`config.mk`:
```
export PLATFORM = sky130hd
export DESIGN_NAME = xlr8_sim_mailbox_flat
export DESIGN_NICKNAME = d
export VERILOG_FILES = /design/src/rtl/xlr8_sim_mailbox_pkg.sv /design/src/rtl/xlr8_sim_mailbox_if.sv /design/src/rtl/xlr8_mbx_fifo.sv /design/src/rtl/xlr8_sim_mailbox.sv /design/src/flat_wrapper.sv
export SDC_FILE = /design/constraint.sdc
export NUM_CORES = 1
export LEC_CHECK = 0
export CAP_MARGIN = 20
export CELL_PAD_IN_SITES_DETAIL_PLACEMENT = 1
export CELL_PAD_IN_SITES_GLOBAL_PLACEMENT = 1
export CORE_MARGIN = 2
export CORE_UTILIZATION = 45
export DETAILED_ROUTE_END_ITERATION = 8
export GPL_ROUTABILITY_DRIVEN = 1
export PLACE_DENSITY = 0.77
export SLEW_MARGIN = 20
export SYNTH_ARGS = -nofsm -noshare
export SYNTH_HDL_FRONTEND = slang
export SYNTH_SLANG_ARGS = --single-unit
```
`constraint.sdc`:
```
create_clock -name clk -period 2.8 [get_ports clk]
set_input_delay 0.84 -clock clk [delete_from_list [all_inputs] [get_ports clk]]
set_output_delay 0.84 -clock clk [all_outputs]
set_load 0.02 [all_outputs]
```
`src/rtl/xlr8_sim_mailbox_pkg.sv`:
```
// Shared constants for the host-to-CPU mailbox: default I/O addresses,
// status/control bit positions and the FIFO depth legality check.
package xlr8_sim_mailbox_pkg;

  localparam logic [5:0] MBX_DATA_ADR = 6'h1A;
  localparam logic [5:0] MBX_STAT_ADR = 6'h1B;
  localparam logic [5:0] MBX_CTRL_ADR = 6'h1C;

  localparam int unsigned STAT_NE   = 7;
  localparam int unsigned STAT_FULL = 6;
  localparam int unsigned STAT_UNF  = 5;

  localparam int unsigned CTRL_IE    = 0;
  localparam int unsigned CTRL_FLUSH = 1;

  function automatic bit depth_ok(input int unsigned depth);
    return (depth >= 2) && (depth <= 16) && ((depth & (depth - 1)) == 0);
  endfunction

endpackage

```
`src/rtl/xlr8_sim_mailbox_if.sv`:
```
// I/O register bus and host byte port of the mailbox.
interface xlr8_sim_mailbox_if;

  logic [5:0] adr;
  logic [7:0] dbus_in;
  logic       iore;
  logic       iowe;
  logic [7:0] dbus_out;
  logic       io_out_en;
  logic       host_valid;
  logic [7:0] host_data;
  logic       host_ready;
  logic       irq;

  modport master (
    output adr, dbus_in, iore, iowe, host_valid, host_data,
    input  dbus_out, io_out_en, host_ready, irq
  );

  modport slave (
    input  adr, dbus_in, iore, iowe, host_valid, host_data,
    output dbus_out, io_out_en, host_ready, irq
  );

endinterface

```
`src/rtl/xlr8_mbx_fifo.sv`:
```
// Byte FIFO with synchronous flush; push/pop are ignored when full/empty.
module xlr8_mbx_fifo #(
  parameter int unsigned DEPTH = 16,
  parameter int unsigned CNT_W = $clog2(DEPTH) + 1
) (
  input  logic             clk,
  input  logic             rstn,
  input  logic             push,
  input  logic             pop,
  input  logic             flush,
  input  logic [7:0]       wdata,
  output logic [7:0]       head,
  output logic [CNT_W-1:0] count,
  output logic             full,
  output logic             empty
);

  localparam int unsigned AW = $clog2(DEPTH);

  logic [7:0]    mem [DEPTH];
  logic [AW-1:0] wr_ptr;
  logic [AW-1:0] rd_ptr;
  logic          do_push;
  logic          do_pop;

  assign full    = (count == CNT_W'(DEPTH));
  assign empty   = (count == '0);
  assign do_push = push & ~full & ~flush;
  assign do_pop  = pop & ~empty & ~flush;
  assign head    = mem[rd_ptr];

  always_ff @(posedge clk) begin
    if (do_push) mem[wr_ptr] <= wdata;
  end

  always_ff @(posedge clk or negedge rstn) begin
    if (!rstn) begin
      wr_ptr <= '0;
      rd_ptr <= '0;
      count  <= '0;
    end else if (flush) begin
      wr_ptr <= '0;
      rd_ptr <= '0;
      count  <= '0;
    end else begin
      if (do_push) wr_ptr <= wr_ptr + AW'(1);
      if (do_pop)  rd_ptr <= rd_ptr + AW'(1);
      case ({do_push, do_pop})
        2'b10:   count <= count + CNT_W'(1);
        2'b01:   count <= count - CNT_W'(1);
        default: count <= count;
      endcase
    end
  end

endmodule

```
`src/rtl/xlr8_sim_mailbox.sv`:
```
// Host-to-CPU byte mailbox on the AVR I/O register bus: MBXD pops the FIFO,
// MBXS reports status with a sticky underflow flag, MBXC holds irq enable/flush.
module xlr8_sim_mailbox
  import xlr8_sim_mailbox_pkg::*;
#(
  parameter int unsigned DEPTH    = 16,
  parameter logic [5:0]  DATA_ADR = MBX_DATA_ADR,
  parameter logic [5:0]  STAT_ADR = MBX_STAT_ADR,
  parameter logic [5:0]  CTRL_ADR = MBX_CTRL_ADR
) (
  input  logic                 clk,
  input  logic                 rstn,
  input  logic                 clken,
  xlr8_sim_mailbox_if.slave    bus
);

  localparam int unsigned CNT_W = $clog2(DEPTH) + 1;

  if (!depth_ok(DEPTH) || DATA_ADR == STAT_ADR || DATA_ADR == CTRL_ADR ||
      STAT_ADR == CTRL_ADR) begin : g_param_check
    $error("xlr8_sim_mailbox: illegal DEPTH or overlapping register addresses");
  end

  logic             hit_data, hit_stat, hit_ctrl;
  logic             rd_data, rd_stat, rd_ctrl;
  logic             flush_req, unf_clr, unf_set;
  logic             push, pop;
  logic             unf, rx_ie;
  logic [7:0]       head;
  logic [CNT_W-1:0] count;
  logic             full, empty;
  logic [4:0]       cnt5;
  logic [7:0]       stat, ctrl;
  logic             unused_dbus;

  // rstn gates decode so the read path is silent throughout reset
  assign hit_data = rstn & clken & (bus.adr == DATA_ADR);
  assign hit_stat = rstn & clken & (bus.adr == STAT_ADR);
  assign hit_ctrl = rstn & clken & (bus.adr == CTRL_ADR);

  assign rd_data = bus.iore & hit_data;
  assign rd_stat = bus.iore & hit_stat;
  assign rd_ctrl = bus.iore & hit_ctrl;

  assign flush_req = bus.iowe & hit_ctrl & bus.dbus_in[CTRL_FLUSH];
  assign unf_clr   = bus.iowe & hit_stat & bus.dbus_in[STAT_UNF];
  assign unf_set   = rd_data & empty;
  assign pop       = rd_data & ~empty;

  assign bus.host_ready = rstn & clken & ~full & ~flush_req;
  assign push           = bus.host_valid & bus.host_ready;

  assign bus.io_out_en = rd_data | rd_stat | rd_ctrl;
  assign bus.irq       = rx_ie & ~empty;
  assign unused_dbus   = ^{bus.dbus_in[7:6], bus.dbus_in[4:2]};

  xlr8_mbx_fifo #(
    .DEPTH (DEPTH),
    .CNT_W (CNT_W)
  ) u_fifo (
    .clk   (clk),
    .rstn  (rstn),
    .push  (push),
    .pop   (pop),
    .flush (flush_req),
    .wdata (bus.host_data),
    .head  (head),
    .count (count),
    .full  (full),
    .empty (empty)
  );

  always_ff @(posedge clk or negedge rstn) begin
    if (!rstn) begin
      unf   <= 1'b0;
      rx_ie <= 1'b0;
    end else begin
      if (unf_set)      unf <= 1'b1;
      else if (unf_clr) unf <= 1'b0;
      if (bus.iowe & hit_ctrl) rx_ie <= bus.dbus_in[CTRL_IE];
    end
  end

  always_comb begin
    cnt5             = '0;
    cnt5[CNT_W-1:0]  = count;
    stat             = '0;
    stat[STAT_NE]    = ~empty;
    stat[STAT_FULL]  = full;
    stat[STAT_UNF]   = unf;
    stat[4:0]        = cnt5;
    ctrl             = '0;
    ctrl[CTRL_IE]    = rx_ie;
  end

  always_comb begin
    bus.dbus_out = '0;
    if (rd_data)      bus.dbus_out = empty ? 8'h00 : head;
    else if (rd_stat) bus.dbus_out = stat;
    else if (rd_ctrl) bus.dbus_out = ctrl;
  end

endmodule
```
`src/flat_wrapper.sv`:
```
// flat-port wrapper written by rule: the top's interface ports become plain ports
module xlr8_sim_mailbox_flat import xlr8_sim_mailbox_pkg::*;
#(
  parameter int unsigned DEPTH    = 16,
  parameter logic [5:0]  DATA_ADR = MBX_DATA_ADR,
  parameter logic [5:0]  STAT_ADR = MBX_STAT_ADR,
  parameter logic [5:0]  CTRL_ADR = MBX_CTRL_ADR
)
  (clk, rstn, clken, bus_adr, bus_dbus_in, bus_iore, bus_iowe, bus_host_valid, bus_host_data, bus_dbus_out, bus_io_out_en, bus_host_ready, bus_irq);
  xlr8_sim_mailbox_if bus_i ();
  input  logic clk;
  input  logic rstn;
  input  logic clken;
  input wire logic [$bits(bus_i.adr)-1:0] bus_adr;
  input wire logic [$bits(bus_i.dbus_in)-1:0] bus_dbus_in;
  input wire logic [$bits(bus_i.iore)-1:0] bus_iore;
  input wire logic [$bits(bus_i.iowe)-1:0] bus_iowe;
  input wire logic [$bits(bus_i.host_valid)-1:0] bus_host_valid;
  input wire logic [$bits(bus_i.host_data)-1:0] bus_host_data;
  output wire logic [$bits(bus_i.dbus_out)-1:0] bus_dbus_out;
  output wire logic [$bits(bus_i.io_out_en)-1:0] bus_io_out_en;
  output wire logic [$bits(bus_i.host_ready)-1:0] bus_host_ready;
  output wire logic [$bits(bus_i.irq)-1:0] bus_irq;
  assign bus_i.adr = bus_adr;
  assign bus_i.dbus_in = bus_dbus_in;
  assign bus_i.iore = bus_iore;
  assign bus_i.iowe = bus_iowe;
  assign bus_i.host_valid = bus_host_valid;
  assign bus_i.host_data = bus_host_data;
  assign bus_dbus_out = bus_i.dbus_out;
  assign bus_io_out_en = bus_i.io_out_en;
  assign bus_host_ready = bus_i.host_ready;
  assign bus_irq = bus_i.irq;
  xlr8_sim_mailbox #(.DEPTH(DEPTH), .DATA_ADR(DATA_ADR), .STAT_ADR(STAT_ADR), .CTRL_ADR(CTRL_ADR)) u_core (.clk(clk), .rstn(rstn), .clken(clken), .bus(bus_i));
endmodule
```
# After elaboration in Yosys (flattened, before gate mapping)
# Memories as Yosys holds them, arrays and structs flattened.
# Cells that the tools add are included.
[classes]
add_sub_neg = 4
mul = 0
div_mod_pow = 0
magnitude_cmp = 0
n_eq_ne = 6
shifts = 0
n_mux = 14
n_bitwise = 26
reduce_logical = 5
[op_table]
columns = ["op", "count"]
rows = [
  ["$mux W8", 3],
  ["$and A1 B1 Y1", 21],
  ["$eq A6 B5 Y1 const B", 3],
  ["$mux W4", 4],
  ["$pmux W5 S2", 1],
  ["$add A4 B1 Y4 const B", 2],
  ["$reduce_bool A2 Y1", 3],
  ["$add A5 B1 Y5 const B", 1],
  ["$eq A5 B5 Y1 const B", 1],
  ["$logic_not A5 Y1", 1],
  ["$mux W1", 5],
  ["$mux W5", 1],
  ["$sub A5 B1 Y5 const B", 1],
  ["$not A1 Y1", 3],
  ["$reduce_bool A3 Y1", 1],
  ["$eq A2 B1 Y1 const B", 1],
  ["$eq A2 B2 Y1 const B", 1],
  ["$or A1 B1 Y1", 2],
]
[totals]
reg_bits = 15
latch_bits = 0
ram_bits = 128
rom_bits = 0
inputBits = 28
out_inout_bits = 11
word_cells = 61
n_memories = 1
[memory_table]
columns = ["name", "words", "word_bits", "rd", "rd_ports_with_merged_regs", "wr", "line", "text"]
rows = [
  ["u_core.u_fifo.mem", 16, 8, 1, 0, 1, "xlr8_mbx_fifo.sv:20", "logic [7:0] mem [DEPTH];"],
]

# Longest topological paths before layout
# Gate-level depths: netlist of run 1.
[logic_depth]
depth_word = 12
depth_mapped = 14
depth_no_buf = 11

# Hierarchy
# Synthesis of run 1 repeated with hierarchy kept, for this count alone.
[hier_totals]
hier_cells = 403
area_unflattened_um2 = 6219.7
[modules_own_cells]
columns = ["module", "instances", "cells_each", "area_per_inst_um2", "seq_area_each_um2"]
rows = [
  ["xlr8_mbx_fifo", 1, 356, 5850.6, 4169.0],
  ["xlr8_sim_mailbox", 1, 47, 369.1, 50.0],
]

# Worst setup path after synthesis of run 1
# OpenSTA, ideal clock, no wires.
[synth_path]
path_kind = "input to register"
start = "input port bus_adr[5]"
end = "register u_core.u_fifo.count[4]"
setup_time_ns = 0.078
arrival_time_ns = 3.562
t_required_ns = 2.722
slack_ns = -0.840
cell_stages = 13
n_path_buf = 2
cell_sequence = "nand4b_1 > or3_1 > nor3_1 > buf_2 > ha_1 > clkbuf_1 > xor2_1 > ha_1 > a211o_1 > a21oi_1 > a211oi_1 > or3_1 > a21oi_1"
[synth_between]
elab_chain_len = 12
word_cells_on_any_way = 20
cone_classes = "eq/ne (4); mux (2); bitwise (13); reduce/logical (1)"
[synth_rtl]
columns = ["element", "line", "text"]
rows = [
  ["start: declaration", "flat_wrapper.sv:14", "input wire logic [$bits(bus_i.adr)-1:0] bus_adr;"],
  ["$eq A6 B5 Y1", "xlr8_sim_mailbox.sv:39", "assign hit_ctrl = rstn & clken & (bus.adr == CTRL_ADR);"],
  ["$and A1 B1 Y1", "xlr8_sim_mailbox.sv:39", ""],
  ["$and A1 B1 Y1 (2 in series)", "xlr8_sim_mailbox.sv:45", "assign flush_req = bus.iowe & hit_ctrl & bus.dbus_in[CTRL_FLUSH];"],
  ["$not A1 Y1", "xlr8_mbx_fifo.sv:28, xlr8_mbx_fifo.sv:29, xlr8_sim_mailbox.sv:50", ""],
  ["$and A1 B1 Y1", "xlr8_sim_mailbox.sv:50", "assign bus.host_ready = rstn & clken & ~full & ~flush_req;"],
  ["$and A1 B1 Y1", "xlr8_sim_mailbox.sv:51", "assign push = bus.host_valid & bus.host_ready;"],
  ["$and A1 B1 Y1 (2 in series)", "xlr8_mbx_fifo.sv:28", "assign do_push = push & ~full & ~flush;"],
  ["$eq A2 B1 Y1 or $eq A2 B2 Y1 (tied branches)", "xlr8_mbx_fifo.sv:48", "case ({do_push, do_pop})"],
  ["$pmux W5 S2", "xlr8_mbx_fifo.sv:48", ""],
  ["$mux W5", "xlr8_mbx_fifo.sv:41", "end else if (flush) begin"],
  ["end signal: assignment", "xlr8_mbx_fifo.sv:49", "2'b10: count <= count + CNT_W'(1);"],
  ["end signal: assignment", "xlr8_mbx_fifo.sv:50", "2'b01: count <= count - CNT_W'(1);"],
  ["end signal: assignment", "xlr8_mbx_fifo.sv:51", "default: count <= count;"],
  ["end: declaration", "xlr8_mbx_fifo.sv:13", "output logic [CNT_W-1:0] count,"],
]
# Parallel ways exist; a longest one is shown, timed or not.
# A chain may end at the register's enable or synchronous reset.

# Final worst setup path of run 1
[layout_path]
start = "register u_core.u_fifo.rd_ptr[0]"
end = "output port bus_dbus_out[3]"
[layout_between]
elab_chain_len = 3
[layout_rtl]
columns = ["element", "line", "text"]
rows = [
  ["start: declaration", "xlr8_mbx_fifo.sv:22", "logic [AW-1:0] rd_ptr;"],
  ["start signal: assignment", "xlr8_mbx_fifo.sv:47", "if (do_pop) rd_ptr <= rd_ptr + AW'(1);"],
  ["$mem_v2 Z16 W8", "n/a", ""],
  ["$mux W8 (2 in series)", "xlr8_sim_mailbox.sv:98", "if (rd_data) bus.dbus_out = empty ? 8'h00 : head;"],
  ["end: declaration", "flat_wrapper.sv:20", "output wire logic [$bits(bus_i.dbus_out)-1:0] bus_dbus_out;"],
]
# No other way between the ends.

==> results of run 1 <==
[metal layers]
metal	GRT usage [%]	up-vias	part of all wire (%)
li1	-	1642	-
met1	30.1	1964	42
met2	38.0	128	49
met3	5.99	33	4.7
met4	11.1	0	3.4
met5	0	-	0
[report_power, final]
part | switching (mW) | internal [mW]
combinational | 0.432 | 0.382
clock | 0.872 | 1.58
sequential | 0.0957 | 2.43
total | 1.40 | 4.39
[metrics by stage]
stage,hold WS (ps),utilization (%),instances,setup slack [ps]
2_1_floorplan,456,-,360,-491
5_1_grt,432,60.5,659,-590
3_5_place_dp,525,53.7,613,-986
6_report,417,60.5,659,-517
4_1_cts,397,59.7,650,-517
3_3_place_gp,512,53.7,613,-932
[worst max-delay path by stage]
| stage | start | slack (ps) | to | cells past startpoint |
|---|---|---|---|---|
| 4_1_cts | u_core.u_fifo.rd_ptr[0] | -520 | bus_dbus_out[6] | 8 |
| 3_5_place_dp | bus_adr[5] | -990 | bus_dbus_out[6] | 7 |
| 6_report | u_core.u_fifo.rd_ptr[0] | -520 | bus_dbus_out[3] | 9 |
| 3_3_place_gp | bus_adr[5] | -930 | bus_dbus_out[6] | 7 |
| 2_1_floorplan | bus_adr[5] | -490 | u_core.u_fifo.count[4] | 13 |
| 5_1_grt | u_core.u_fifo.rd_ptr[0] | -590 | bus_dbus_out[1] | 8 |
[synthesized netlist by cell type, types with 5 or more instances]
master	count
clkbuf_1	6
edfxtp_1	128
ha_1	9
a221o_1	7
nand3_1	14
mux4_2	29
inv_1	14
nand2b_1	7
a22o_1	6
buf_2	8
nand2_1	10
o21ai_1	11
nor2_1	29
dfrtp_1	15
xor2_1	5
[state kept, by name (all words and copies together) (netlist names)]
register              count
u_core.u_fifo.mem       128
u_core.rx_ie              1
u_core.unf                1
u_core.u_fifo.wr_ptr      4
u_core.u_fifo.rd_ptr      4
u_core.u_fifo.count       5
[cells in the final DEF (no fill, tap or decap), types with 4 or more instances in the layout]
cell / n
buf_2: 8
o21ai_1: 4
a221o_1: 7
bufinv_16: 5
buf_4: 67
edfxtp_1: 128
mux4_2: 32
clkdlybuf4s50_1: 11
nand3_1: 7
nor2_1: 28
dfrtp_1: 14
inv_1: 8
o21ai_2: 7
nand2_1: 9
clkbuf_16: 17
nand2b_1: 6
ha_1: 5
a21oi_2: 4
xor2_1: 5
a22o_1: 6
buf_12: 6
xnor2_1: 4
nand3_2: 7
inv_2: 6
buf_6: 15
[logic make-up after synthesis]
| kind of cell | after synthesis | synth area share, % |
|---|---|---|
| xor gates and xnor gates | 9 | 1.29 |
| and+or+nand+nor | 90 | 7.67 |
| buffers and inverters | 34 | 2.71 |
| AOI/OAI and AO/OA | 41 | 4.94 |
| adders and majority gates | 9 | 1.85 |
| muxes | 34 | 12.4 |
| DFF | 143 | 69.2 |
[cell type report]
| type | instances | share of cell area [%] |
|---|---|---|
| clock buffer | 17 | 5.31 |
| clock inverter | 14 | 2.67 |
| inverter | 14 | 0.656 |
| multi-input combinational | 183 | 23.6 |
| sequential | 143 | 52.7 |
| tap | 176 | 2.75 |
| timing repair buffer | 112 | 12.3 |
[what timing repair did]
| action | 4_1_cts | 5_1_grt |
|---|---|---|
| pin swaps | 27 | 21 |
| buffers inserted | 6 | 10 |
| endpoints found under the setup margin | 14 | 13 |
| hold buffers | 0 | 0 |
| resized for setup | 125 | 21 |
==> impl_metrics.env, run 1 <==
export IMPL_netlist_area_um2=6100
export IMPL_r2r_end="u_core.u_fifo.count[4]"
export IMPL_r2r_slack_ps=10
export IMPL_worst_path_max_delay_cell="dfrtp_2"
export IMPL_worstSetupEndpointType="output port"
export IMPL_reg2regPathDepth=13
export IMPL_fin_area_um2=8010
export IMPL_start_kind="flip-flop"
export IMPL_crit_fanout=8
export IMPL_place_area_um2=7110
export IMPL_avgRoutedWirePerCell_um=24.5
export IMPL_die_area_um2=14500
export IMPL_n_antenna_cell=0
export IMPL_hold_class="in -> async"
export IMPL_path_common_cell="buf_12"
export IMPL_hpwl_mm=10.3
export IMPL_synth_distinct_cells=49
export IMPL_cts_root_buffer="clkbuf_16"
export IMPL_synth_avg_cell_area_um2=16.9
export IMPL_layout_nets=508
export IMPL_cpPeakStageDelay_ps=430
export IMPL_clk_latency_ps=420
export IMPL_period_share_pct=118
export IMPL_required_ps=1960
export IMPL_crit_chain="buf_12, buf_12, buf_4, mux4_2, nand3_2, o21ai_2, a221o_1, a22o_1, buf_6"
export IMPL_grt_max_degree=21
export IMPL_antenna_found_initial=0
export IMPL_nFillCells=1221
export IMPL_setup_slack_ps=-517
export IMPL_setup_violations=11
export IMPL_violations="negative setup slack"
export IMPL_synth_area_leaders="edfxtp_1 (63%), mux4_2 (11%), dfrtp_1 (6.2%), ha_1 (1.8%), nor2_1 (1.8%)"
export IMPL_max_slew_margin_pct=51.9
export IMPL_die_w_um=120
export IMPL_yosysTopAreaCell="edfxtp_1"
export IMPL_fmax_mhz=302
export IMPL_drtIter0Drc=306
export IMPL_seqCellArea_um2=4220
export IMPL_synth_top_cell_area_share_pct=63.0
export IMPL_design_core_area_um2=13200
export IMPL_hold_violations=0
export IMPL_synthArstFlopShare_pct=10.5
export IMPL_powerDensity_nw_per_um2=723
export IMPL_critPathTopFamily="compound AO/OA/AOI/OAI gates"
export IMPL_rr_startpoint="u_core.u_fifo.count[3]"
export IMPL_criticalPathCategory="reg -> out"
export IMPL_ys_seq_area_share_pct=69.2
export IMPL_drive_gt1_share_pct=42.9
export IMPL_cts_path_max_buffers=2
export IMPL_rsz0062_at_grt="true"
export IMPL_cts_sinks=143
export IMPL_portBuffers=33
export IMPL_worstMarginPinSlew_ps=719
export IMPL_grt_pass1_wl_mm=24.4
export IMPL_vias=3767
export IMPL_power_total_mw=5.79
export IMPL_arrival_ps=2480
export IMPL_initial_core_util_pct=46.1
export IMPL_crit_buf_inv=4
export IMPL_pin_count=39
export IMPL_outcome="finished, violations left"
export IMPL_remaining_drc_errors=0
export IMPL_drt_first_pass_iters=5
export IMPL_die_h_um=120
export IMPL_vias_per_cell=5.72
export IMPL_syn_nets=397
export IMPL_fin_skew_ps=7.43
export IMPL_p_leak_nw=2.87
export IMPL_tritoncts="built"
export IMPL_irDropWorstVdd_v=0.000581
export IMPL_syn2layout_area_growth_pct=31.3
export IMPL_antenna_left=0
export IMPL_ctsHtreeMaxLevel=4
export IMPL_synthCells=360
export IMPL_multi_input_area_um2=1890
export IMPL_clkSlewWorstSetupHoldPaths_ps=60
export IMPL_maxCapViolCount=0
export IMPL_yosysWarningCount=0
export IMPL_ys_ff_latch=143
export IMPL_finalSetupTns_ps=-4310
export IMPL_synth_edf_count=128
export IMPL_row_count=42
export IMPL_wirelength_mm=16.1
export IMPL_drv_slew=0
export IMPL_routabilityCongestion=0.859
export IMPL_ys_flop_type="edfxtp_1"
export IMPL_min_period_ps=3320
export IMPL_grtUsageTotal_pct=23.6
export IMPL_grt_pass1_vias=4049
export IMPL_cts_made_buffers=17
export IMPL_grt_ovfl_total=0
(Power assumes the default switching activity.)
==> inputs of run 2 (changes only) <==
CELL_PAD_IN_SITES_DETAIL_PLACEMENT = 2   (was 1)
CELL_PAD_IN_SITES_GLOBAL_PLACEMENT = 2   (was 1)
CORE_UTILIZATION = 40   (was 45)
PLACE_DENSITY = 0.78   (was 0.77)
==> run 2 against run 1 <==
Against the previous run: the run still ends with negative setup slack left; clock-buffer cell count unchanged; clock skew up 9.9 ps; global-route usage up 4.1 points; first-iteration DRC count up 13%; die area up 12%; non-clock buffer count up 18; sequential share of layout area down 1.2 points; cell area up 2.4%; critical path type unchanged; largest cell class unchanged.
==> impl_metrics.env, run 2 (synthesis results as in run 1) <==
export IMPL_worst_path_max_delay_cell="mux4_2"
export IMPL_largest_reg_flops=128
export IMPL_setup_slack_ps=-583
export IMPL_n_antenna_cell=0
export IMPL_violations="negative setup slack"
export IMPL_antenna_found_initial=0
export IMPL_die_h_um=127
export IMPL_rsz0062_at_grt="true"
export IMPL_antenna_left=0
export IMPL_critPathTopFamily="compound AO/OA/AOI/OAI gates"
export IMPL_remaining_drc_errors=0
export IMPL_tritoncts="built"
export IMPL_max_slew_margin_pct=50.1
export IMPL_required_ps=1960
export IMPL_powerDensity_nw_per_um2=709
export IMPL_start_kind="flip-flop"
export IMPL_worstSetupEndpointType="output port"
export IMPL_layout_common_cells="edfxtp_1 (128), buf_4 (83), mux4_2 (31), nor2_1 (28)"
export IMPL_cts_root_buffer="clkbuf_16"
export IMPL_cpPeakStageDelay_ps=540
export IMPL_cts_path_max_buffers=2
export IMPL_ctsHtreeMaxLevel=4
export IMPL_fmax_mhz=296
export IMPL_drive_gt1_share_pct=46.2
export IMPL_largest_registers="u_core.u_fifo.mem: 128 flops, u_core.u_fifo.count: 5 flops"
export IMPL_final_common_cell="edfxtp_1"
export IMPL_layout_nets=526
export IMPL_period_share_pct=121
export IMPL_reg2regPathDepth=14
export IMPL_hold_violations=0
export IMPL_fin_skew_ps=17.3
export IMPL_outcome="finished, violations left"
export IMPL_portBuffers=33
export IMPL_pin_count=39
export IMPL_grt_max_degree=23
export IMPL_arrival_ps=2540
export IMPL_vias=3976
export IMPL_power_total_mw=5.82
export IMPL_die_w_um=127
export IMPL_cts_sinks=143
export IMPL_min_period_ps=3380
export IMPL_cts_made_buffers=17
export IMPL_maxCapViolCount=0
export IMPL_drt_first_pass_iters=4
export IMPL_clkSlewWorstSetupHoldPaths_ps=80
export IMPL_row_count=45
export IMPL_grtUsageTotal_pct=27.7
export IMPL_wirelength_mm=21.4
export IMPL_design_core_area_um2=15000
export IMPL_r2r_slack_ps=-100
export IMPL_grt_pass1_wl_mm=31.0
export IMPL_die_area_um2=16200
export IMPL_drv_slew=0
export IMPL_criticalPathCategory="reg -> out"
export IMPL_place_area_um2=7160
export IMPL_rr_startpoint="u_core.u_fifo.count[0]"
export IMPL_worstMarginPinSlew_ps=746
export IMPL_regMostFlops="u_core.u_fifo.mem"
export IMPL_grt_pass1_vias=4527
export IMPL_crit_chain="buf_12, buf_12, mux4_2, nand3_2, o21ai_2, a221o_1, a32o_2, buf_6"
export IMPL_setup_violations=12
export IMPL_hpwl_mm=13.2
export IMPL_clk_latency_ps=450
export IMPL_initial_core_util_pct=40.6
export IMPL_irDropWorstVdd_v=0.000473
export IMPL_avgRoutedWirePerCell_um=31.1
export IMPL_crit_buf_inv=3
export IMPL_p_leak_nw=2.96
export IMPL_routabilityCongestion=0.808
export IMPL_drtIter0Drc=345
export IMPL_crit_fanout=6
export IMPL_finalSetupTns_ps=-4660
export IMPL_syn2layout_area_growth_pct=34.5
export IMPL_r2r_end="u_core.u_fifo.count[4]"
export IMPL_path_common_cell="buf_12"
export IMPL_hold_class="in -> async"
export IMPL_vias_per_cell=5.76
export IMPL_fin_area_um2=8200
export IMPL_grt_ovfl_total=0
-- run 2: cell types whose count changed in the layout (fill, tap and decap cells not counted), sizes merged --
cell and delta:
inv +8, clkdlybuf4s50 +1, clkinv -3, bufinv -4, clkbuf -1, buf +20
dlymetal6s2s -1, clkdlybuf4s15 -1
-- run 2: worst max-delay path by stage --
stage                                 start                     end  depth (start not counted)
floorplan                        bus_adr[5]  u_core.u_fifo.count[4]                         13
global placement                 bus_adr[5]         bus_dbus_out[1]                          7
detailed placement               bus_adr[1]  u_core.u_fifo.count[4]                         14
CTS                 u_core.u_fifo.rd_ptr[0]         bus_dbus_out[4]                          8
global route        u_core.u_fifo.rd_ptr[0]         bus_dbus_out[3]                          8
finish              u_core.u_fifo.rd_ptr[0]         bus_dbus_out[6]                          8
-- run 2: layout make-up --
cell class | count | area [µm²]
Multi-Input combinational cell | 183 | 1950
Fill cell | 1303 | 6830
Clock inverter | 15 | 168
Timing Repair Buffer | 130 | 1150
Sequential cell | 143 | 4220
Inverter | 14 | 52.6
Tap cell | 188 | 235
Clock buffer | 17 | 425
-- run 2: power by group --
group	internal [mW]	total [mW]	switching, mW
logic	0.416	0.938	0.521
clock network	1.27	2.33	1.06
registers	2.43	2.55	0.115
-- run 2: what timing repair did --
item | in CTS | in global routing
hold buffers | 0 | 0
resized for setup | 128 | 42
endpoints found under the setup margin | 144 | 14
setup buffers | 19 | 10
endpoints found under the hold margin | 0 | 0
pin swaps | 23 | 28
-- run 2: metrics by stage --
stage	hold WS, ps	cells	util [%]	setup slack [ps]
global placement	484	631	47.6	-958
global route	518	690	54.6	-634
CTS	485	681	53.4	-577
floorplan	456	360	-	-491
detailed placement	512	631	47.6	-1190
finish	519	690	54.6	-583
-- run 2: layer usage --
layer,global-route usage (%),part of all wire [%]
met4,11.9,3.8
met3,5.74,4.7
met1,31.7,38
met5,0,0
met2,50.1,53
-- run 2: worst reg2reg max path, cell delays in order, from the launching register on --
cell and delay, ps:
dfrtp_2 450, nor4_4 330, buf_4 170, buf_4 110, buf_4 120, a21oi_4 70, nand3_2 110, ha_4 160
xor2_2 150, ha_2 220, nor2_2 50, o32ai_2 300, a211oi_2 130, or3_4 340, a21oi_2 120
==> inputs of run 3 (changes only) <==
CORE_UTILIZATION = 43   (was 40)
DONT_BUFFER_PORTS = 1   (was not set)
PLACE_DENSITY = 0.77   (was 0.78)
==> run 3 against run 2 <==
Against the previous run: the run still ends with negative setup slack left; total power decreased by 4.5%; combinational power decreased by 27%; wire length decreased by 19%; clock skew decreased by 3.1 ps; register-to-register slack improved by 120 ps; critical endpoint is now bus_dbus_out[7]; highest routed layer unchanged.
==> impl_metrics.env, run 3 (synthesis results as in run 1) <==
export IMPL_outcome="finished, violations left"
export IMPL_violations="negative setup slack"
export IMPL_top_layer_used="met4"
export IMPL_fin_skew_ps=14.2
export IMPL_grtUsageTotal_pct=24.8
export IMPL_hold_class="in -> async"
export IMPL_arrival_ps=2470
export IMPL_met3WireLength_um=743
export IMPL_drive_gt1_share_pct=36.5
export IMPL_cts_path_max_buffers=2
export IMPL_worstMarginPinSlew_ps=601
export IMPL_wl_met2_mm=8.53
export IMPL_rsz0062_at_grt="true"
export IMPL_max_slew_margin_pct=59.9
export IMPL_start_kind="flip-flop"
export IMPL_grt_ovfl_total=0
export IMPL_routabilityCongestion=0.792
export IMPL_tritoncts="built"
export IMPL_design_core_area_um2=13900
export IMPL_setup_slack_ps=-509
export IMPL_drt_first_pass_iters=4
export IMPL_grt_pass1_vias=4067
export IMPL_grt_pass1_wl_mm=25.9
export IMPL_p_switching_mw=1.40
export IMPL_antenna_found_initial=0
export IMPL_worstSetupEndpointType="output port"
export IMPL_die_area_um2=15200
export IMPL_remaining_drc_errors=0
export IMPL_cts_root_buffer="clkbuf_16"
export IMPL_largest_reg_flops=128
export IMPL_wirelength_mm=17.4
export IMPL_min_period_ps=3310
export IMPL_antenna_left=0
export IMPL_cts_sinks=143
export IMPL_p_leak_nw=2.61
export IMPL_setup_violations=9
export IMPL_drv_slew=0
export IMPL_crit_buf_inv=3
export IMPL_vias_per_cell=5.81
export IMPL_clk_latency_ps=430
export IMPL_layout_nets=458
export IMPL_clkSlewWorstSetupHoldPaths_ps=70
export IMPL_p_clk_share_pct=41.8
export IMPL_cpPeakStageDelay_ps=500
export IMPL_grt_max_degree=36
export IMPL_criticalPathCategory="reg -> out"
export IMPL_cts_made_buffers=17
export IMPL_layout_common_cells="edfxtp_1 (128), buf_4 (52), mux4_2 (32), nor2_1 (29), clkbuf_16 (17)"
export IMPL_avgRoutedWirePerCell_um=28.3
export IMPL_crit_chain="buf_8, buf_8, mux4_2, a22o_1, nor3_2, nor3_2, buf_4"
export IMPL_crit_fanout=5
export IMPL_die_w_um=123
export IMPL_hold_violations=0
export IMPL_regMostFlops="u_core.u_fifo.mem"
export IMPL_drt_met1_wl_mm=7.68
export IMPL_die_h_um=123
export IMPL_powerDensity_nw_per_um2=738
export IMPL_initial_core_util_pct=43.9
export IMPL_vias=3560
export IMPL_ctsHtreeMaxLevel=4
export IMPL_fmax_mhz=302
export IMPL_n_antenna_cell=0
export IMPL_row_count=43
export IMPL_post_route_util_pct=54.2
export IMPL_drtIter0Drc=353
export IMPL_critPathTopFamily="multiplexers"
export IMPL_p_int_mw=4.15
export IMPL_pin_count=39
export IMPL_worst_path_max_delay_cell="mux4_2"
export IMPL_switching_share_pct=25.3
export IMPL_post_place_ws_ps=-374
export IMPL_syn2layout_area_growth_pct=23.5
export IMPL_period_share_pct=118
export IMPL_final_common_cell="edfxtp_1"
export IMPL_seq_power_share_pct=45.8
export IMPL_holdBufCountCts=0
export IMPL_portBuffers=0
export IMPL_largest_registers="u_core.u_fifo.mem: 128 flops, u_core.u_fifo.count: 5 flops"
export IMPL_required_ps=1960
export IMPL_irDropWorstVdd_v=0.000832
export IMPL_hpwl_mm=10.9
export IMPL_maxCapViolCount=0
export IMPL_power_frac_comb_pct=12.4
[run 3: cell count changes in the layout (fill, tap and decap cells not counted), moves of 5 or more]
cell	previous run	this run
inv_6	6	1
clkdlybuf4s50_1	12	0
a22o_4	0	5
a22o_1	6	1
buf_6	17	3
buf_2	7	0
buf_4	83	52
[run 3: what timing repair did]
| action | 4_1_cts | 5_1_grt |
|---|---|---|
| resized for setup | 37 | 16 |
| pin swaps | 9 | 8 |
| setup buffers | 9 | 6 |
| endpoints found under the setup margin | 9 | 10 |
| gates cloned | 3 | 0 |
[run 3: power by group through the flow]
stage | clock network, mW | logic, mW | registers, mW
after floorplan | 0 | 0.419 | 2.52
after CTS | 2.34 | 0.695 | 2.54
final | 2.32 | 0.689 | 2.54
after detailed placement | 0 | 0.621 | 2.57
after global placement | 0 | 0.585 | 2.56
after global routing | 2.42 | 0.753 | 2.56
[run 3: final timing paths]
path,cells after the start,end,slack (ps),startpoint
worst min register to register,1,u_core.rx_ie,540,u_core.rx_ie
worst max-delay path,7,bus_dbus_out[7],-510,u_core.u_fifo.rd_ptr[0]
worst min-delay path,0,u_core.u_fifo.rd_ptr[3],100,rstn
worst max register to register,11,u_core.u_fifo.count[4],20,u_core.u_fifo.count[3]
max in group asynchronous,0,u_core.u_fifo.rd_ptr[0],2610,rstn
min in group clk,0,u_core.u_fifo.mem[14][2],510,bus_host_data[2]
[run 3: per-stage QoR]
stage	hold slack [ps]	power [mW]	instance area, µm²	instances	TNS, ps
2_1_floorplan	456	2.94	6150	360	-1400
3_3_place_gp	477	3.15	6680	570	-1740
3_5_place_dp	497	3.19	6680	570	-2120
4_1_cts	87.2	5.58	7530	613	-3620
5_1_grt	81.8	5.73	7530	613	-4130
6_report	102	5.56	7530	613	-3450
[run 3: final cells by class]
cell class,instances,area [µm²]
well taps,180,225
flip-flops and latches,143,4220
inverters,14,52.6
fillers,1208,6350
multi-input cells,183,1880
repair buffers,62,557
clock buffers,18,429
clock inverters,13,165
[run 3: metal layers]
metal / vias to the layer above / track usage, %
li1: 1546 / -
met1: 1874 / 32.9
met2: 114 / 40.0
met3: 26 / 6.00
met4: 0 / 9.23
met5: - / 0
